## config.mk

```make
export PLATFORM = sky130hd
export DESIGN_NAME = exec_sequencer
export DESIGN_NICKNAME = d
export VERILOG_FILES = /design/src/rtl/exec_sequencer_pkg.sv /design/src/rtl/exec_sequencer_pc_unit.sv /design/src/rtl/exec_sequencer.sv
export SDC_FILE = /design/constraint.sdc
export NUM_CORES = 1
export LEC_CHECK = 0
export CAP_MARGIN = 30
export CORE_MARGIN = 2
export CORE_UTILIZATION = 46
export CTS_CLUSTER_DIAMETER = 120
export DETAILED_ROUTE_END_ITERATION = 6
export GPL_TIMING_DRIVEN = 1
export PLACE_DENSITY = 0.77
export SLEW_MARGIN = 15
export SYNTH_ARGS = -nofsm -noshare
export SYNTH_HDL_FRONTEND = slang
export SYNTH_SLANG_ARGS = --single-unit
```

## constraint.sdc

```tcl
create_clock -name clk -period 2.2 [get_ports clk]
set_input_delay 0.55 -clock clk [delete_from_list [all_inputs] [get_ports clk]]
set_output_delay 0.55 -clock clk [all_outputs]
set_load 0.03 [all_outputs]
```

## src/rtl/exec_sequencer_pkg.sv

```systemverilog
// Shared types and constants for the fetch/execute sequencer and its PC unit.
package exec_sequencer_pkg;

  typedef enum logic [1:0] {
    ST_FETCH  = 2'd0,
    ST_EXEC   = 2'd1,
    ST_HALTED = 2'd2
  } seq_state_e;

  localparam logic [31:0] RESET_VECTOR = 32'hBFC0_0000;
  localparam logic [31:0] PC_STEP      = 32'd4;
  localparam logic [5:0]  HALT_OPCODE  = 6'h3F;

  // Jump destinations are forced onto a word boundary.
  function automatic logic [31:0] word_align(input logic [31:0] addr);
    return addr & ~32'h3;
  endfunction

endpackage

```

## src/rtl/exec_sequencer_pc_unit.sv

```systemverilog
// Program counter with a one-instruction branch delay slot.
module pc_unit
  import exec_sequencer_pkg::*;
(
  input  logic        clk,
  input  logic        reset,
  input  logic        advance,
  input  logic        branch,
  input  logic [31:0] branch_target,
  output logic [31:0] pc
);

  logic [31:0] pc_q, pc_d;
  logic [31:0] delay_target_q, delay_target_d;
  logic        delay_pending_q, delay_pending_d;

  always_comb begin
    pc_d            = pc_q;
    delay_target_d  = delay_target_q;
    delay_pending_d = delay_pending_q;
    if (advance) begin
      if (delay_pending_q) begin
        pc_d            = delay_target_q;
        delay_pending_d = 1'b0;
      end else begin
        pc_d = pc_q + PC_STEP;
      end
      // A branch sitting in a delay slot queues its own target behind the one just applied.
      if (branch) begin
        delay_pending_d = 1'b1;
        delay_target_d  = word_align(branch_target);
      end
    end
  end

  always_ff @(posedge clk or posedge reset) begin
    if (reset) begin
      pc_q            <= RESET_VECTOR;
      delay_target_q  <= 32'd0;
      delay_pending_q <= 1'b0;
    end else begin
      pc_q            <= pc_d;
      delay_target_q  <= delay_target_d;
      delay_pending_q <= delay_pending_d;
    end
  end

  assign pc = pc_q;

endmodule

```

## src/rtl/exec_sequencer.sv

```systemverilog
// Two-phase fetch/execute sequencer with memory wait handling and halt.
//   state     | meaning
//   ST_FETCH  | instruction read in flight, IR loads when imem is ready
//   ST_EXEC   | decoded instruction runs; data access waits, then commits
//   ST_HALTED | halt retired; everything idle until reset
module exec_sequencer
  import exec_sequencer_pkg::*;
(
  input  logic        clk,
  input  logic        reset,
  input  logic        imem_waitrequest,
  input  logic        dmem_waitrequest,
  input  logic        ctrl_mem_read,
  input  logic        ctrl_mem_write,
  input  logic        ctrl_branch,
  input  logic        ctrl_halt,
  input  logic [31:0] branch_target,
  output logic        state,
  output logic [31:0] pc,
  output logic        imem_read,
  output logic        ir_en,
  output logic        dmem_read,
  output logic        dmem_write,
  output logic        commit,
  output logic        active
);

  seq_state_e state_q, state_d;
  logic imem_read_c, ir_en_c, dmem_read_c, dmem_write_c, commit_c;

  always_comb begin
    state_d      = state_q;
    imem_read_c  = 1'b0;
    ir_en_c      = 1'b0;
    dmem_read_c  = 1'b0;
    dmem_write_c = 1'b0;
    commit_c     = 1'b0;
    unique case (state_q)
      ST_FETCH: begin
        imem_read_c = 1'b1;
        if (!imem_waitrequest) begin
          ir_en_c = 1'b1;
          state_d = ST_EXEC;
        end
      end
      ST_EXEC: begin
        if (ctrl_halt) begin
          state_d = ST_HALTED;
        end else begin
          // Simultaneous read and write decodes are handled as a store.
          dmem_write_c = ctrl_mem_write;
          dmem_read_c  = ctrl_mem_read & ~ctrl_mem_write;
          if (!((ctrl_mem_read | ctrl_mem_write) && dmem_waitrequest)) begin
            commit_c = 1'b1;
            state_d  = ST_FETCH;
          end
        end
      end
      ST_HALTED: state_d = ST_HALTED;
      default:   state_d = ST_FETCH;
    endcase
  end

  always_ff @(posedge clk or posedge reset) begin
    if (reset) state_q <= ST_FETCH;
    else       state_q <= state_d;
  end

  pc_unit u_pc_unit (
    .clk           (clk),
    .reset         (reset),
    .advance       (commit_c & ~reset),
    .branch        (ctrl_branch),
    .branch_target (branch_target),
    .pc            (pc)
  );

  // Strobes are masked while reset is held so nothing leaks out mid-reset.
  assign imem_read  = imem_read_c  & ~reset;
  assign ir_en      = ir_en_c      & ~reset;
  assign dmem_read  = dmem_read_c  & ~reset;
  assign dmem_write = dmem_write_c & ~reset;
  assign commit     = commit_c     & ~reset;
  assign state      = (state_q == ST_EXEC);
  assign active     = (state_q != ST_HALTED);

endmodule

```

== Word level (Yosys, flattened, before mapping) ==
Index checks and enable logic that the tools add are counted.
Cells by class
  add/subtract/negate cells: 1
  multiply operators: 0
  div/mod/pow operators: 0
  $lt $le $gt $ge: 0
  equal/unequal tests: 5
  shifts and indexed selects: 0
  muxes and demuxes: 16
  bitwise operators: 9
  reductions and logical operators: 4
Operators with widths (count)
  $add A32 B3 Y32 const B: 1
  $mux W32: 1
  $mux W1: 11
  $and A1 B1 Y1: 6
  $mux W2: 3
  $pmux W2 S3: 1
  $ne A2 B2 Y1 const B: 2
  $reduce_and A2 Y1: 2
  $ne A3 B3 Y1 const B: 1
  $eq A2 B1 Y1 const B: 1
  $eq A2 B2 Y1 const B: 1
  $logic_not A2 Y1: 1
  $not A1 Y1: 2
  $logic_and A1 B1 Y1: 1
  $or A1 B1 Y1: 1
Storage, ports and cells
  flip-flop bits (word level): 65
  latch bits: 0
  bits in writable memories: 0
  memory bits (read-only): 0
  bits of input ports: 40
  output and inout bits: 39
  word-level logic and storage cells: 39
  memories: 0

== Depth between registers and ports, before layout ==
  depth after elaboration: 7
  depth in mapped cells: 7

== Cells and area by module ==
From an unflattened synthesis, not the netlist that was laid out.
Unflattened totals
  cells, all modules: 325
  area total of the unflattened synthesis: 3301.9 um^2
By module, submodules not included
  pc_unit: times used 1, cells each 309, area an instance 3150.5 um^2, sequential area each 1537.7 um^2
  exec_sequencer: times used 1, cells each 16, area an instance 151.4 um^2, sequential area each 50.0 um^2

== Least setup slack after synthesis ==
No wires, ideal clock.
  path type: input port to output port
  from: input port ctrl_halt
  to: output port dmem_read
  arrival time: 2.135 ns
  data required time: 1.650 ns
  slack: -0.485 ns
  stages on the path: 4
  path buffers: 2
  path through: or4b_1 > buf_2 > clkbuf_1 > nor3b_1
On the way
  longest elaborated chain between the ends: 3
Ends and longest elaborated chain
  from (decl): line exec_sequencer.sv:16  | input logic ctrl_halt,
  $mux W1: line exec_sequencer.sv:47  | if (ctrl_halt) begin
  $mux W1: line exec_sequencer.sv:38  | unique case (state_q)
  $and A1 B1 Y1: line exec_sequencer.sv:81  | assign dmem_read = dmem_read_c & ~reset;
  to (decl): line exec_sequencer.sv:22  | output logic dmem_read,
No other way between the ends.

== Worst setup path after layout ==
  from: input port reset
  to: output port dmem_read
On the way
  longest elaborated chain between the ends: 2
Ends and longest elaborated chain
  from (decl): line exec_sequencer.sv:10  | input logic reset,
  $not A1 Y1: line exec_sequencer.sv:81
  $and A1 B1 Y1: line exec_sequencer.sv:81
No other way between the ends.

==> flow_summary.rst <==
.. list-table::
   :header-rows: 1

   * - Metric
     - Value
   * - Maximum clock frequency
     - 446 MHz
   * - Summed instance area of the synthesized netlist
     - 3430 um^2
   * - Max-cap viol count
     - 0
   * - Horizontal extent of the die
     - 90.3 um
   * - Worst Path Arrival
     - 1.69 ns
   * - Nature of the critical path startpoint
     - input pin
   * - Ant. Diodes
     - 0
   * - Synth-to-Final Area Change
     - 36.9%
   * - Final setup skew
     - 0.0120 ns
   * - Final net count
     - 488
   * - Synth top area cells
     - dfrtp_1 39%, mux2_2 9.5%, dfstp_2 6.9%, a21oi_1 3.4%, o21ai_0 3.1%
   * - End point of the worst hold path
     - u_pc_unit.delay_target_q[5]
   * - Combined flip-flop and latch cell area
     - 1590 um^2
   * - Clock insertion delay at the later pin of the skew report
     - 0.34 ns
   * - Area of combinational cells with multiple inputs
     - 1700 um^2
   * - Drt drc
     - 0
   * - Post-layout minimum cycle time
     - 2.24 ns
   * - Total instance count after detailed placement
     - 530
   * - Main flop type after synthesis
     - dfrtp_1
   * - TritonCTS Buffers
     - 9
   * - Global routing usage summed across all routing layers
     - 23.7%
   * - Total via count after detailed routing
     - 3335
   * - Final WL
     - 9.56 mm
   * - Number of setup violations in the final report
     - 1
   * - Category of the most critical setup path
     - input pin to primary output
   * - Path depth of the worst reg2reg path
     - 4
   * - Fillcell total
     - 612
   * - Pin count of the biggest net entering global routing
     - 64
   * - Post-synthesis average cell area
     - 9.69 um^2
   * - Distinct cell type count after synthesis
     - 59
   * - Wire length of the first global-routing pass
     - 15.4 mm
   * - Largest area contributor in the netlist
     - dfrtp_1
   * - Post-synthesis cell count
     - 354
   * - Unrepaired setup endpoints after global routing
     - yes
   * - Setup WS post-layout
     - -0.0420 ns
   * - Std cell rows
     - 31
   * - Final instance count without filler cells
     - 550
   * - Min-Delay Path Depth
     - 1
   * - Violations in the final reports
     - setup timing
   * - Register-to-register setup slack
     - 0.15 ns
   * - Crit share post-route
     - 102%
   * - Area of the core
     - 7250 um^2
   * - Worst R2R Start
     - u_pc_unit.pc[24]
   * - CTS tree
     - built
   * - Count of yosys warnings during synthesis
     - 0
   * - Slew Viols, Final
     - 0
   * - Clock sink total
     - 63
   * - Cell with the most instances after synthesis
     - dfrtp_1
   * - PD cells
     - 1120 nW/um^2
   * - Vias in the first global route
     - 2991
   * - Router iterations before antenna repair
     - 5
   * - Run status
     - complete, but fails checks
   * - Fraction of final layout cells sized beyond drive strength 1
     - 23.3%
   * - I/O pin total
     - 79
   * - Number of antenna violations at the first check in global routing
     - 0
   * - Total congestion overflow
     - 0
   * - Post-synthesis register bit count
     - 63
   * - Max FO, Critical Path
     - 2
   * - Buffers added on ports
     - 74
   * - Clock Pin Slew Worst Setup and Hold Paths
     - 0.07 ns
   * - Post-layout power
     - 5.28 mW
   * - Vertical die dimension
     - 90.3 um
   * - Total count of hold-check failures in the final report
     - 0
   * - Initial detailed-routing violation count
     - 300
   * - Maximum level of the CTS H-tree
     - 3
   * - Number of enable flip-flop cells after synthesis
     - 0
   * - Sequential area share after synthesis
     - 46.3%
   * - Root buffer cell
     - clkbuf_8
   * - Timing startpoint of the critical path
     - reset
   * - Die area
     - 8160 um^2
   * - Capture instance of the worst register-to-register path
     - u_pc_unit.pc[31]
   * - Final weighted congestion in routability-driven placement
     - 0.909
   * - Min-delay worst type
     - register to register
   * - Average vias per placed instance
     - 6.06
   * - Peak supply drop
     - 0.536 mV
   * - Ys async rst share
     - 100%
   * - Starting Density
     - 47.3%
   * - Maximum root-to-sink buffer count
     - 2
   * - Required @ worst endpoint
     - 1.65 ns
   * - Worst hold start
     - u_pc_unit.delay_target_q[5]
   * - Placed wire-length estimate after detailed placement
     - 6.67 mm
   * - Final antenna-violating net count
     - 0
   * - Routed wirelength normalized by instance count
     - 17.4 um
   * - Share of the synthesized area in the top cell type
     - 39.4%
   * - Top cells by count, synth
     - 54 x dfrtp_1, 29 x mux2_2, 26 x nand2_1, 23 x a21oi_1, 21 x o21ai_0
   * - Leakage Power
     - 1.96 nW
   * - Element type at the critical path end
     - primary output
## layout make-up
| type | count | area share [%] |
|---|---|---|
| repair buffers | 111 | 22.2 |
| clock buffers | 11 | 3.01 |
| inverters | 7 | 0.560 |
| clock inverters | 4 | 1.49 |
| well taps | 99 | 2.64 |
| multi-input cells | 255 | 36.3 |
| flip-flops and latches | 63 | 33.9 |
## flip-flops by register name, indices dropped and copies added (netlist names)
signal and flops:
state_q 2, u_pc_unit.delay_pending_q 1, u_pc_unit.delay_target_q 30, u_pc_unit.pc 30
## worst max-delay path, cell delays in order
cell	delay, ns
dlygate4sd2_1	0.24
or4b_4	0.55
nor3b_4	0.19
buf_6	0.15
## how the worst max path moves through the flow
stage                 to  slack, ns  depth (start not counted)
2_1_floorplan  dmem_read       -0.1                          4
3_5_place_dp   dmem_read      -0.36                          4
5_1_grt        dmem_read      -0.07                          4
4_1_cts        dmem_read      -0.07                          3
6_report       dmem_read      -0.04                          4
3_3_place_gp   dmem_read      -0.36                          4
## through the flow
stage	setup TNS, ns	hold WS (ns)	setup WS (ns)	instance area [um^2]	util [%]
2_1_floorplan	-0.0954	0.465	-0.0954	3450	-
3_3_place_gp	-10.08	0.482	-0.355	4430	61.1
3_5_place_dp	-13.05	0.497	-0.361	4430	61.1
4_1_cts	-0.0682	0.512	-0.0682	4680	64.5
5_1_grt	-0.112	0.526	-0.0718	4700	64.7
6_report	-0.0420	0.510	-0.0420	4700	64.7
## routing by layer
| layer | vias up | global-route usage, % | wire length, um |
|---|---|---|---|
| li1 | 1531 | - | - |
| met1 | 1654 | 33.1 | 4150 |
| met2 | 130 | 36.7 | 4620 |
| met3 | 20 | 4.26 | 595 |
| met4 | 0 | 9.87 | 197 |
| met5 | - | 0 | 0 |
## kinds of logic after synthesis
group | Yosys count | synth area share [%]
adder cells (fa/ha/maj) | 1 | 0.365
other | 1 | 0.109
buffers and inverters | 37 | 4.60
AND/OR/NAND/NOR | 132 | 21.6
multiplexers | 32 | 10.4
flip-flops | 63 | 46.3
AO/OA/AOI/OAI | 88 | 16.6
## what timing repair did
item / CTS / global route
setup buffers: 4 / 2
setup endpoints to repair: 5 / 10
gates resized for setup: 8 / 4
pin swaps: 4 / 2
hold buffers: 0 / 0
## cells in the final DEF, fill, tap and decap left out, types with 3 or more instances in the layout
cell type,netlist,final
a21oi_1,23,23
buf_4,2,38
nor3_1,14,14
inv_1,6,5
nor2_1,18,18
nand3_1,15,15
and3_1,3,3
clkbuf_8,0,10
clkdlybuf4s50_1,0,62
dlymetal6s2s_1,0,3
mux2_2,29,29
nand3b_1,3,3
o21ai_0,21,20
o211ai_1,3,3
a211oi_1,4,4
nand4_1,15,15
dlygate4sd2_1,0,4
and4_1,6,6
dfrtp_1,54,52
a31oi_1,8,8
dfstp_2,9,9
a31o_2,3,3
or4_1,5,5
o22ai_1,3,3
and2_1,3,3
nor4_1,11,11
a211o_1,3,3
nand2_1,26,26
## power breakdown
part / total [mW] / internal [mW] / switching, mW / leakage (nW)
registers: 2.05 / 1.60 / 0.452 / 0.768
logic: 2.12 / 0.986 / 1.13 / 1.08
clock network: 1.11 / 0.660 / 0.446 / 0.109
(Power assumes the default switching activity.)
